`src/rtl/multdiv_pkg.sv`:
```
// Shared types and constants for the multiply/divide issue controller.
// State encoding, exception codes and default parameters live here.
package multdiv_pkg;

    typedef enum logic [1:0] {
        MD_IDLE  = 2'd0,
        MD_START = 2'd1,
        MD_BUSY  = 2'd2,
        MD_DONE  = 2'd3
    } md_state_e;

    localparam int          MD_CNT_W           = 6;
    localparam int          MD_TIMEOUT_DEF     = 40;
    localparam int          MD_RSTATUS_REG_DEF = 30;
    localparam logic [31:0] RSTATUS_MUL        = 32'd4;
    localparam logic [31:0] RSTATUS_DIV        = 32'd5;

    typedef struct packed {
        md_state_e             state;
        logic [MD_CNT_W-1:0]   cnt;
    } md_dbg_t;

    function automatic logic [31:0] rstatus_code(input logic is_div);
        return is_div ? RSTATUS_DIV : RSTATUS_MUL;
    endfunction

endpackage

```
`src/rtl/md_timeout_counter.sv`:
```
// Free-running BUSY-cycle counter with enable, synchronous clear and a
// terminal-count flag; clear has priority over enable.
module md_timeout_counter
    import multdiv_pkg::*;
#(
    parameter int TC = MD_TIMEOUT_DEF - 1
) (
    input  logic                clk,
    input  logic                rst,
    input  logic                en,
    input  logic                clr,
    output logic [MD_CNT_W-1:0] count,
    output logic                tc
);

    localparam logic [MD_CNT_W-1:0] TC_V = MD_CNT_W'(TC);

    logic [MD_CNT_W-1:0] cnt_q, cnt_d;

    always_comb begin
        cnt_d = cnt_q;
        if (clr) begin
            cnt_d = '0;
        end else if (en) begin
            cnt_d = cnt_q + MD_CNT_W'(1);
        end
    end

    always_ff @(posedge clk or posedge rst) begin
        if (rst) begin
            cnt_q <= '0;
        end else begin
            cnt_q <= cnt_d;
        end
    end

    assign count = cnt_q;
    assign tc    = (cnt_q == TC_V);

endmodule

```
`src/rtl/multdiv_issue.sv`:
```
// X-stage issue/writeback controller for the multi-cycle mult/div unit:
// latches one op, pulses start, stalls until ready or timeout, emits one record.
module multdiv_issue
    import multdiv_pkg::*;
#(
    parameter int TIMEOUT     = MD_TIMEOUT_DEF,
    parameter int RSTATUS_REG = MD_RSTATUS_REG_DEF
) (
    input  logic        clock,
    input  logic        reset,
    input  logic        op_valid,
    input  logic        op_is_div,
    input  logic [31:0] op_a,
    input  logic [31:0] op_b,
    input  logic [4:0]  op_rd,
    input  logic        flush,
    input  logic [31:0] md_result,
    input  logic        md_exception,
    input  logic        md_ready,
    output logic        ctrl_MULT,
    output logic        ctrl_DIV,
    output logic [31:0] md_operandA,
    output logic [31:0] md_operandB,
    output logic        stall,
    output logic        wb_valid,
    output logic [4:0]  wb_rd,
    output logic [31:0] wb_data,
    output logic        wb_exception,
    output md_dbg_t     dbg
);

    localparam logic [4:0] RSTATUS_RD = 5'(RSTATUS_REG);

    // Handshake: op_valid is held by the X stage for as long as stall is high;
    // the op is consumed at the edge ending the DONE cycle (wb_valid=1, stall=0).
    md_state_e   state_q, state_d;
    logic [31:0] a_q, a_d;
    logic [31:0] b_q, b_d;
    logic [4:0]  rd_q, rd_d;
    logic        div_q, div_d;
    logic [31:0] res_q, res_d;
    logic        exc_q, exc_d;

    logic                cnt_en, cnt_clr, cnt_tc;
    logic [MD_CNT_W-1:0] cnt;

    md_timeout_counter #(
        .TC (TIMEOUT - 1)
    ) u_timeout (
        .clk   (clock),
        .rst   (reset),
        .en    (cnt_en),
        .clr   (cnt_clr),
        .count (cnt),
        .tc    (cnt_tc)
    );

    always_comb begin
        state_d = state_q;
        a_d     = a_q;
        b_d     = b_q;
        rd_d    = rd_q;
        div_d   = div_q;
        res_d   = res_q;
        exc_d   = exc_q;
        cnt_en  = 1'b0;
        cnt_clr = 1'b1;

        case (state_q)
            MD_IDLE: begin
                if (op_valid && !flush) begin
                    a_d     = op_a;
                    b_d     = op_b;
                    rd_d    = op_rd;
                    div_d   = op_is_div;
                    state_d = MD_START;
                end
            end
            MD_START: begin
                // md_ready here still belongs to the previous op
                state_d = flush ? MD_IDLE : MD_BUSY;
            end
            MD_BUSY: begin
                if (flush) begin
                    state_d = MD_IDLE;
                end else if (md_ready) begin
                    res_d   = md_result;
                    exc_d   = md_exception;
                    state_d = MD_DONE;
                end else if (cnt_tc) begin
                    res_d   = '0;
                    exc_d   = 1'b1;
                    state_d = MD_DONE;
                end else begin
                    cnt_en  = 1'b1;
                    cnt_clr = 1'b0;
                end
            end
            MD_DONE: begin
                state_d = MD_IDLE;
            end
            default: begin
                state_d = MD_IDLE;
            end
        endcase
    end

    always_ff @(posedge clock or posedge reset) begin
        if (reset) begin
            state_q <= MD_IDLE;
            a_q     <= '0;
            b_q     <= '0;
            rd_q    <= '0;
            div_q   <= 1'b0;
            res_q   <= '0;
            exc_q   <= 1'b0;
        end else begin
            state_q <= state_d;
            a_q     <= a_d;
            b_q     <= b_d;
            rd_q    <= rd_d;
            div_q   <= div_d;
            res_q   <= res_d;
            exc_q   <= exc_d;
        end
    end

    always_comb begin
        ctrl_MULT    = (state_q == MD_START) && !div_q;
        ctrl_DIV     = (state_q == MD_START) && div_q;
        md_operandA  = a_q;
        md_operandB  = b_q;
        stall        = 1'b0;
        wb_valid     = 1'b0;
        wb_rd        = '0;
        wb_data      = '0;
        wb_exception = 1'b0;

        case (state_q)
            MD_IDLE:  stall = op_valid && !flush && !reset;
            MD_START: stall = !reset;
            MD_BUSY:  stall = !reset;
            MD_DONE: begin
                wb_valid     = 1'b1;
                wb_exception = exc_q;
                wb_rd        = exc_q ? RSTATUS_RD : rd_q;
                wb_data      = exc_q ? rstatus_code(div_q) : res_q;
            end
            default: stall = 1'b0;
        endcase

        dbg.state = state_q;
        dbg.cnt   = cnt;
    end

endmodule

```
`config.mk`:
```
export PLATFORM = sky130hd
export DESIGN_NAME = multdiv_issue
export DESIGN_NICKNAME = d
export VERILOG_FILES = /design/src/rtl/multdiv_pkg.sv /design/src/rtl/md_timeout_counter.sv /design/src/rtl/multdiv_issue.sv
export SDC_FILE = /design/constraint.sdc
export NUM_CORES = 1
export LEC_CHECK = 0
export ABC_AREA = 1
export CAP_MARGIN = 20
export CORE_MARGIN = 3
export CORE_UTILIZATION = 42
export DETAILED_ROUTE_END_ITERATION = 7
export HOLD_SLACK_MARGIN = 0.05
export PLACE_DENSITY = 0.81
export SYNTH_ARGS = -nofsm -noshare
export SYNTH_HDL_FRONTEND = slang
export SYNTH_SLANG_ARGS = --single-unit
```
`constraint.sdc`:
```
create_clock -name clock -period 4.9 [get_ports clock]
set_clock_uncertainty 0.2 [all_clocks]
set_input_delay 0.49 -clock clock [delete_from_list [all_inputs] [get_ports clock]]
set_output_delay 0.49 -clock clock [all_outputs]
set_load 0.05 [all_outputs]
```
Yosys cells after proc, flatten, opt, wreduce, memory -nomap -nowiden

Index checks and enable logic that the tools add are counted.

Logic and storage cells: 58
Output and inout port bits: 114
Bits in registers: 111
Input port bits: 108

Bitwise operators: 1
Add/sub/neg operators: 1
Eq/ne operators: 6
Mux-type cells: 28
Reduce and logical (&&, ||, !) cells: 14

Operators with widths:

| kind                                                                  | count |
|---|---|
| 32-bit two-way mux                                                    | 4 |
| 1-bit two-way mux                                                     | 13 |
| 6-bit two-way mux                                                     | 2 |
| 2-bit two-way mux                                                     | 5 |
| 5-bit two-way mux                                                     | 2 |
| 2-bit case mux with 4 select lines                                    | 1 |
| 6-bit by 1-bit adder with 6-bit output, second input constant         | 1 |
| 6-bit equality test, second input constant                            | 1 |
| 2-bit equality test, second input constant                            | 2 |
| 1-bit logical AND                                                     | 4 |
| 4-bit != test, second input constant                                  | 1 |
| 2-bit AND reduction                                                   | 2 |
| 2-bit nonzero test                                                    | 2 |
| 1-bit zero test                                                       | 3 |
| 3-bit AND reduction                                                   | 1 |
| 2-bit by 1-bit equality test with 1-bit output, second input constant | 1 |
| 2-bit zero test                                                       | 1 |
| 2-bit != test, second input constant                                  | 1 |
| 1-bit case mux with 2 select lines                                    | 1 |
| 2-bit OR reduction                                                    | 1 |
| 1-bit NOT                                                             | 1 |

Depth between registers and ports, before layout

Gate-level depths: netlist (run 1).

Depth in word-level cells: 7
Gate-level depth with buffers: 9

Cells and area by module

A second synthesis (run 1) with hierarchy kept.

Cells, all modules: 598
Area total of the unflattened synthesis: 4928.5 sq um

By module, submodules not included:

| module             | times used | area an instance (sq um) | cells an instance |
|---|---|---|---|
| multdiv_issue      | 1          | 4606.9                   | 560 |
| md_timeout_counter | 1          | 321.6                    | 38 |

Least setup slack after synthesis (run 1)

No wires, ideal clock.

Kind: register to output
From: register state_q[0]
To: output stall
Slack: 1733 ps
Data arrival time: 2477 ps
Cell stages (with the launch flop): 7
Cell sequence: dfrtp_1 > inv_1 > ha_1 > nand3_2 > buf_6 > buf_6 > a211oi_1

Longest elaborated chain between the ends: 3

Ends and longest elaborated chain:

| what                                                                                         | RTL line             | text |
|---|---|---|
| start, declared                                                                              | multdiv_issue.sv:36  | `md_state_e state_q, state_d;` |
| start signal, assigned                                                                       | multdiv_issue.sv:118 | `state_q <= state_d;` |
| 2-bit by 1-bit equality test with 1-bit output / 2-bit equality test (equally long branches) | multdiv_issue.sv:139 | `case (state_q)` |
| 2-bit OR reduction (no source line)                                                          | --                   |  |
| 1-bit case mux with 2 select lines (*)                                                       | multdiv_issue.sv:139 |  |
| end, declared                                                                                | multdiv_issue.sv:24  | `output logic stall,` |

Every way passes the cells marked *; elsewhere a longest branch is shown, timed or not.

Worst setup path after layout (run 1)

From: register state_q[0]
To: output wb_data[23]

Longest elaborated chain between the ends: 2

Ends and longest elaborated chain:

| what                | RTL line             | text |
|---|---|---|
| 2-bit equality test | multdiv_issue.sv:139 |  |
| 32-bit two-way mux  | multdiv_issue.sv:139 |  |
| end, declared       | multdiv_issue.sv:27  | `output logic [31:0] wb_data,` |

No other way between the ends.

==> results of run 1 <==
sequential cells by signal (all words and copies together), names as in the netlist:
register,count
md_operandB,32
res_q,32
state_q,2
exc_q,1
md_operandA,32
u_timeout.count,6
rd_q,5
div_q,1
routing by layer:
metal  track usage  up-vias
li1              -     1832
met1         0.255     1911
met2         0.366      144
met3        0.0695       19
met4        0.0737        0
met5             0        -
kinds of logic after synthesis:
group | after synthesis
flops | 111
mux | 66
xor+xnor | 1
buf+inv | 72
compound gates | 9
fa+ha+maj | 6
simple gates | 178
worst max-delay path by stage:
stage | startpoint | end | slack, ps
2_1_floorplan | reset | div_q | 1280
3_3_place_gp | state_q[0] | wb_rd[0] | 1760
3_5_place_dp | state_q[1] | wb_data[23] | 1610
4_1_cts | state_q[0] | wb_data[23] | 1230
5_1_grt | state_q[0] | wb_data[23] | 1060
6_report | state_q[0] | wb_data[23] | 1290
synth_stat cells, drive strengths merged:
cell type and n:
dfrtp 111, nand2 87, mux2 66, inv 51
nor2 46, nand3 40, buf 13, a21oi 8
clkbuf 8, ha 6, nor3 3, a211oi 1
nor4 1, or2 1, xnor2 1
cells in the final DEF, fill, tap and decap left out, types with 2 or more instances in the layout:
master	instances
nor3_1	3
mux2_4	41
buf_4	4
nand2_1	87
mux2_2	25
clkinv_4	2
buf_16	2
dfrtp_1	111
inv_1	49
nand3_1	38
ha_1	6
nor2_1	45
clkbuf_16	9
clkdlybuf4s50_1	221
a21oi_1	8
per-stage QoR:
| stage | total power, W | util | instance area, µm² | worst slack, ps |
|---|---|---|---|---|
| 5_1_grt | 0.00510 | 0.678 | 7510 | 1060 |
| 4_1_cts | 0.00490 | 0.671 | 7440 | 1230 |
| 3_3_place_gp | 0.00413 | 0.647 | 7160 | 1760 |
| 2_1_floorplan | 0.00330 | - | 4870 | 1280 |
| 6_report | 0.00486 | 0.678 | 7510 | 1290 |
| 3_5_place_dp | 0.00419 | 0.647 | 7160 | 1610 |
tightest hold or removal path, cell delays in order (launching register included):
cell,delay [ps]
dfrtp_1,340
nand2_1,50
nand2_1,50
power by group:
group | internal (W) | leakage, nW | switching [W]
logic | 0.00102 | 2.05 | 0.00159
clock network | 0.000359 | 0.136 | 0.000318
registers | 0.00134 | 1.35 | 0.000242
area by class of cell:
cell class	instances	area, µm²	share of cell area
clock buffers	11	243	0.0323
clock inverters	4	31.3	0.00416
inverters	51	194	0.0258
multi-input cells	260	1780	0.236
flip-flops and latches	111	2780	0.370
well taps	140	175	0.0233
repair buffers	228	2320	0.308
==> reports/results.txt, run 1 <==
family with the most delay on the worst path -> simple AND/OR/NAND/NOR gates
Clock Tree Buf Depth -> 2
Worst-Margin Slew -> 1030 ps
Synth Area in Adders -> 0.0154
die area -> 12900 µm²
R2R depth -> 9
crit-path max cell delay -> 850 ps
DP Wirelength -> 9910 µm
Synth top area share -> 0.570
row cnt -> 38
r2r setup slk -> 2700 ps
met3 wire length -> 961 µm
Initial Util -> 0.440
Worst-path clk slew -> 60 ps
Mapped Area -> 4870 µm²
Post-route DRC -> 0
Tcrit/Tclk final -> 0.737
CTS Hold Bufs -> 0
Die Height -> 114 µm
Core ar. -> 11100 µm²
H-tree depth -> 3
DP Cell Count -> 787
worst skew pair latency -> 330 ps
minimum clock period -> 3610 ps
CTS tree -> done
layout cells sized above 1 -> 0.140
Yosys Warn Count -> 0
post-CTS setup buffer count -> 0
largest cells by area after synthesis -> dfrtp_1, mux2_4, nand2_1
Crit. path cell count -> 4
maximum clock frequency -> 277 MHz
wl on met1 -> 5140 µm
Netlist cell types -> 20
first-pass iteration count of the detailed router -> 5
top routing layer in use -> met4
status -> complete, no violations
worst-case vdd ir drop -> 0.536 mV
Relative slew margins -> 0.314
XOR/XNOR Fraction of Synth Area -> 0.00180
largest net degree at the start of global routing -> 85
Port Buffer Count -> 221
CTS Buf Count -> 9
# diodes -> 0
met2 WL -> 7000 µm
number of fill cells -> 871
Mean Syn Cell Area -> 11.0 µm²
initial DRC count -> 238
multiplexer area fraction after synthesis -> 0.184
vias per cell -> 4.85
Net Count, Synth -> 557
PostCTS Resize Cnt -> 0
CP max stage cell -> clkdlybuf4s50_1
wire length of the first global-routing pass -> 21700 µm
gr usage total -> 0.214
CP Buf/Inv Count -> 1
min-delay worst type -> flip-flop to flip-flop
CP endpoint kind -> output port
Leakage -> 3.53 nW
compound-gate portion of the synthesized area -> 0.00976
GRT overflow -> 0
Root Buffer -> clkbuf_16
area grow syn2layout -> 54.3%
routed len/inst -> 16.6 µm
fin nets -> 775
r2r endpoint -> res_q[25]
final hold vios -> 0
die width -> 114 µm
Crit Path Class -> flip-flop to output port
Yosys reg bits -> 111
max cap viols -> 0
simple-gate share of the synthesized area -> 0.152
reg2reg start -> state_q[0]
RSZ-0062 raised after global routing -> false
HP Start -> res_q[3]
Post-Route WL -> 13400 µm
largest family of logic cells by synthesized area -> multiplexers
WHS Path Cells -> 2
number of routed nets with antenna violations -> 0
Gate Count Post-Synth -> 443
area leader, netlist -> dfrtp_1
sequential fraction of the synthesis area -> 0.570
clock net sink count -> 111
crit path cell chain -> ha_1, nand2_1, nor2_1, clkdlybuf4s50_1
initial antenna violation count -> 0
Finished Layout Cells -> 805
Vias -> 3906
Worst Path Required -> 4210 ps
Critical Path Start Type -> flip-flop
RD Place Congestion -> 0.771
setup TNS -> 0 ps
Hold Slack -> 276 ps
Critical Path AT -> 2920 ps
crit path max fanout -> 31
Final setup viols -> 0
PwrDens -> 647 nW/µm²
Max Slew Vio Count -> 0
IO Pins -> 222
Worst Hold End -> res_q[3]
vias in the first global route -> 4126
No activity file was read; power rests on OpenSTA's default activity.
==> run 2, diff against run 1 <==
clock period = 3.71 ns   (was 4.9 ns; I/O delays follow)
==> reports/results.txt, run 2 (synthesis results as in run 1) <==
number of routed nets with antenna violations -> 0 (unchanged)
CTS Buf Count -> 9 (unchanged)
fin nets -> 776 (was 775)
DP Wirelength -> 9950 µm (was 9910 µm)
post-route cell area -> 7590 µm² (was 7510 µm²)
RSZ-0062 raised after global routing -> false (unchanged)
Die Height -> 114 µm (unchanged)
initial DRC count -> 271 (was 238)
Max Slew Vio Count -> 0 (unchanged)
Root Buffer -> clkbuf_16 (unchanged)
final hold vios -> 0 (unchanged)
Combinational Power Share -> 0.518 (was 0.535)
post-CTS setup buffer count -> 0 (unchanged)
H-tree depth -> 3 (unchanged)
Core ar. -> 11100 µm² (unchanged)
wire length of the first global-routing pass -> 21800 µm (was 21700 µm)
minimum clock period -> 3330 ps
Relative slew margins -> 0.507 (was 0.314)
vias per cell -> 4.83 (was 4.85)
worst-case vdd ir drop -> 0.757 mV (was 0.536 mV)
Crit Path Class -> flip-flop to output port (unchanged)
Tcrit/Tclk final -> 0.897
crit path max fanout -> 17 (was 31)
number of fill cells -> 818 (was 871)
largest net degree at the start of global routing -> 75 (was 85)
routed len/inst -> 16.8 µm (was 16.6 µm)
multi-input logic area -> 1780 µm² (unchanged)
IO Pins -> 222 (unchanged)
Critical Path Start Type -> flip-flop (unchanged)
layout cells sized above 1 -> 0.144 (was 0.140)
Worst Path Required -> 3140 ps (was 4210 ps)
sw power -> 0.00286 W (was 0.00215 W)
PostCTS Resize Cnt -> 0 (unchanged)
CP endpoint kind -> output port (unchanged)
vias in the first global route -> 4113 (was 4126)
row cnt -> 38 (unchanged)
Post-Route Utilization -> 0.685 (was 0.678)
Worst-path clk slew -> 70 ps (was 60 ps)
min-delay worst type -> flip-flop to flip-flop (unchanged)
Int Pwr -> 0.00378 W (was 0.00271 W)
Switching Share -> 0.431 (was 0.442)
Final Worst Setup Slack -> 383 ps (was 1290 ps)
# diodes -> 0 (unchanged)
first-pass iteration count of the detailed router -> 4 (was 5)
die width -> 114 µm (unchanged)
commonest cells after routing, fill and taps aside -> clkdlybuf4s50_1, dfrtp_1, nand2_1 (unchanged)
max cap viols -> 0 (unchanged)
Port Buffer Count -> 221 (unchanged)
Vias -> 3895 (was 3906)
setup TNS -> 0 ps (unchanged)
die area -> 12900 µm² (unchanged)
CTS Hold Bufs -> 0 (unchanged)
Final setup viols -> 0 (unchanged)
status -> complete, no violations (unchanged)
gr usage total -> 0.218 (was 0.214)
Finished Layout Cells -> 807 (was 805)
Critical Path AT -> 2760 ps (was 2920 ps)
clock net sink count -> 111 (unchanged)
Setup Slack @ Placement -> 774 ps (was 1610 ps)
area grow syn2layout -> 55.8% (was 54.3%)
Post-route DRC -> 0 (unchanged)
Clock Tree Buf Depth -> 2 (unchanged)
RD Place Congestion -> 0.830 (was 0.771)
GRT overflow -> 0 (unchanged)
CTS tree -> done (unchanged)
PwrDens -> 875 nW/µm² (was 647 nW/µm²)
most common cell after layout, fill and taps aside -> clkdlybuf4s50_1 (unchanged)
maximum clock frequency -> 301 MHz
Initial Util -> 0.440 (unchanged)
initial antenna violation count -> 0 (unchanged)
Post-Route WL -> 13600 µm (was 13400 µm)
register area -> 2780 µm² (unchanged)
DP Area -> 7180 µm² (was 7160 µm²)
clock share of power -> 0.168 (was 0.139)
Leakage -> 3.57 nW (was 3.53 nW)
DP Cell Count -> 789 (was 787)
worst skew pair latency -> 350 ps (was 330 ps)
Flop pwr share -> 0.314 (was 0.325)
Worst-Margin Slew -> 740 ps (was 1030 ps)
[run 2: worst paths after layout]
path,cells past startpoint,startpoint,slack [ps],endpoint
worst max-delay path,5,state_q[1],380,wb_data[24]
worst min-delay path,2,res_q[31],280,res_q[31]
worst max register to register,6,state_q[0],1520,md_operandA[26]
worst min register to register,2,res_q[31],280,res_q[31]
max in group asynchronous,3,reset,1990,res_q[9]
min in group asynchronous,2,reset,360,md_operandA[23]
[run 2: power by group through the flow]
stage	combinational [W]	sequential [W]	clock, W
2_1_floorplan	0.00102	0.00334	0
3_3_place_gp	0.00340	0.00206	0
3_5_place_dp	0.00344	0.00210	0
4_1_cts	0.00346	0.00209	0.00115
5_1_grt	0.00361	0.00216	0.00120
6_report	0.00344	0.00209	0.00112
[run 2: final cells by class]
cell class,count,area share
inverter,51,0.0256
clock buffer,9,0.0297
timing repair buffer,229,0.305
clock inverter,7,0.0170
multi-input combinational,260,0.234
sequential,111,0.366
tap,140,0.0231
[run 2: per-layer routing]
layer | global-route usage | vias to the layer above | wire length, µm
met4 | 0.0978 | 0 | 505
met1 | 0.259 | 1883 | 5230
met2 | 0.355 | 139 | 6890
li1 | - | 1843 | -
met3 | 0.0780 | 30 | 968
met5 | 0 | - | 0
[run 2: critical path, cell delays in order (launching register included)]
cell and delay, ps:
dfrtp_1 430, ha_1 330, nand2_1 370, buf_4 330, nor2_1 120, clkdlybuf4s50_1 820
[run 2: through the flow]
| stage | hold slack, ps | power [W] |
|---|---|---|
| after floorplan | 242 | 0.00435 |
| final | 275 | 0.00664 |
| after detailed placement | 260 | 0.00553 |
| after global routing | 297 | 0.00697 |
| after global placement | 255 | 0.00546 |
| after CTS | 277 | 0.00669 |
==> run 3, diff against run 2 <==
CAP_MARGIN = unset   (was 20)
SETUP_SLACK_MARGIN = 0.1   (was unset)
==> reports/results.txt, run 3 (synthesis results as in run 1) <==
CTS tree -> done (unchanged)
GRT overflow -> 0 (unchanged)
Worst-path clk slew -> 70 ps (about the same)
status -> complete, no violations (unchanged)
Port Buffer Count -> 221 (unchanged)
final hold vios -> 0 (unchanged)
clock net sink count -> 111 (unchanged)
min-delay worst type -> flip-flop to flip-flop (unchanged)
PostCTS Resize Cnt -> 0 (unchanged)
Setup Slack @ Placement -> 774 ps (unchanged)
CP endpoint kind -> output port (unchanged)
Post-Route WL -> 13500 µm (was 13600 µm)
Die Height -> 114 µm (unchanged)
initial DRC count -> 273 (was 271)
area grow syn2layout -> 54.7% (was 55.8%)
crit path max fanout -> 17 (unchanged)
family with the most delay on the worst path -> buffers and inverters (unchanged)
Worst Path Required -> 3140 ps (about the same)
worst-case vdd ir drop -> 0.759 mV (was 0.757 mV)
CP max stage cell -> clkdlybuf4s50_1 (unchanged)
Leakage -> 3.54 nW (was 3.57 nW)
Core ar. -> 11100 µm² (unchanged)
gr usage total -> 0.218 (unchanged)
number of routed nets with antenna violations -> 0 (unchanged)
most common cell after layout, fill and taps aside -> clkdlybuf4s50_1 (unchanged)
RSZ-0062 raised after global routing -> false (unchanged)
Vias -> 3894 (was 3895)
die area -> 12900 µm² (unchanged)
Critical Path Start Type -> flip-flop (unchanged)
Root Buffer -> clkbuf_16 (unchanged)
die width -> 114 µm (unchanged)
CP Buf/Inv Count -> 2 (unchanged)
Hold Slack -> 275 ps (about the same)
fin nets -> 774 (was 776)
DP Area -> 7180 µm² (unchanged)
Initial Util -> 0.440 (unchanged)
layout cells sized above 1 -> 0.141 (was 0.144)
wire length of the first global-routing pass -> 21800 µm (unchanged)
vias in the first global route -> 4113 (unchanged)
Final setup viols -> 0 (unchanged)
initial antenna violation count -> 0 (unchanged)
maximum clock frequency -> 299 MHz (was 301 MHz)
Relative slew margins -> 0.242 (was 0.507)
Critical Path AT -> 2770 ps (was 2760 ps)
H-tree depth -> 3 (unchanged)
Worst-Margin Slew -> 1140 ps (was 740 ps)
RD Place Congestion -> 0.830 (unchanged)
minimum clock period -> 3340 ps (was 3330 ps)
commonest cells after routing, fill and taps aside -> clkdlybuf4s50_1, dfrtp_1, nand2_1 (unchanged)
setup TNS -> 0 ps (unchanged)
vias per cell -> 4.84 (was 4.83)
post-route cell area -> 7530 µm² (was 7590 µm²)
max cap viols -> 0 (unchanged)
Post-route DRC -> 0 (unchanged)
crit path cell chain -> ha_1, nand2_1, buf_4, nor2_1, clkdlybuf4s50_1 (unchanged)
post-CTS setup buffer count -> 0 (unchanged)
largest net degree at the start of global routing -> 75 (unchanged)
# diodes -> 0 (unchanged)
WHS Path Cells -> 2 (unchanged)
CTS Buf Count -> 9 (unchanged)
row cnt -> 38 (unchanged)
Crit. path cell count -> 5 (unchanged)
crit-path max cell delay -> 820 ps (about the same)
CTS Hold Bufs -> 0 (unchanged)
Crit Path Class -> flip-flop to output port (unchanged)
Max Slew Vio Count -> 0 (unchanged)
PwrDens -> 880 nW/µm² (was 875 nW/µm²)
routed len/inst -> 16.7 µm (was 16.8 µm)
DP Wirelength -> 9950 µm (unchanged)
Final Worst Setup Slack -> 370 ps (was 383 ps)
IO Pins -> 222 (unchanged)
worst skew pair latency -> 350 ps (about the same)
R2R depth -> 8 (was 6)
Clock Tree Buf Depth -> 2 (unchanged)
Tcrit/Tclk final -> 0.900 (was 0.897)
first-pass iteration count of the detailed router -> 4 (unchanged)
[run 3: cell count changes in the layout (fill, tap and decap cells not counted), sizes merged]
cell / change
buf: -2
[run 3: final cells by class]
class	instances	area (µm²)
fillers	828	3540
flip-flops and latches	111	2780
multi-input cells	260	1780
repair buffers	227	2260
clock inverters	7	129
well taps	140	175
inverters	51	194
clock buffers	9	225
[run 3: final timing paths]
path	start	to	slack, ps
min in group asynchronous	reset	md_operandA[23]	360
min	res_q[23]	res_q[23]	270
max reg2reg	state_q[0]	res_q[5]	1050
min reg2reg	res_q[23]	res_q[23]	270
max in group asynchronous	reset	res_q[2]	1990
max	state_q[1]	wb_data[24]	370
[run 3: per-layer routing]
metal / routed length, µm / share of wire / vias to the layer above / GRT usage
met5: 0 / 0 / - / 0
met4: 508 / 0.038 / 0 / 0.0978
met3: 984 / 0.073 / 32 / 0.0780
met2: 6800 / 0.50 / 143 / 0.355
met1: 5190 / 0.38 / 1883 / 0.259
li1: - / - / 1836 / -
[run 3: power breakdown]
part	internal, W	switching (W)
combinational	0.00133	0.00209
clock	0.000670	0.000448
sequential	0.00177	0.000315
[run 3: stage by stage]
step | total power, W | util | instances
floorplan | 0.00435 | - | 443
global placement | 0.00546 | 0.648 | 789
detailed placement | 0.00553 | 0.648 | 789
CTS | 0.00669 | 0.680 | 805
global route | 0.00695 | 0.680 | 805
finish | 0.00663 | 0.680 | 805
[run 3: worst min-delay path, stage by stage, from the launching register on]
cell and delay, ps:
dfrtp_1 350, nand2_1 50, nand2_1 50
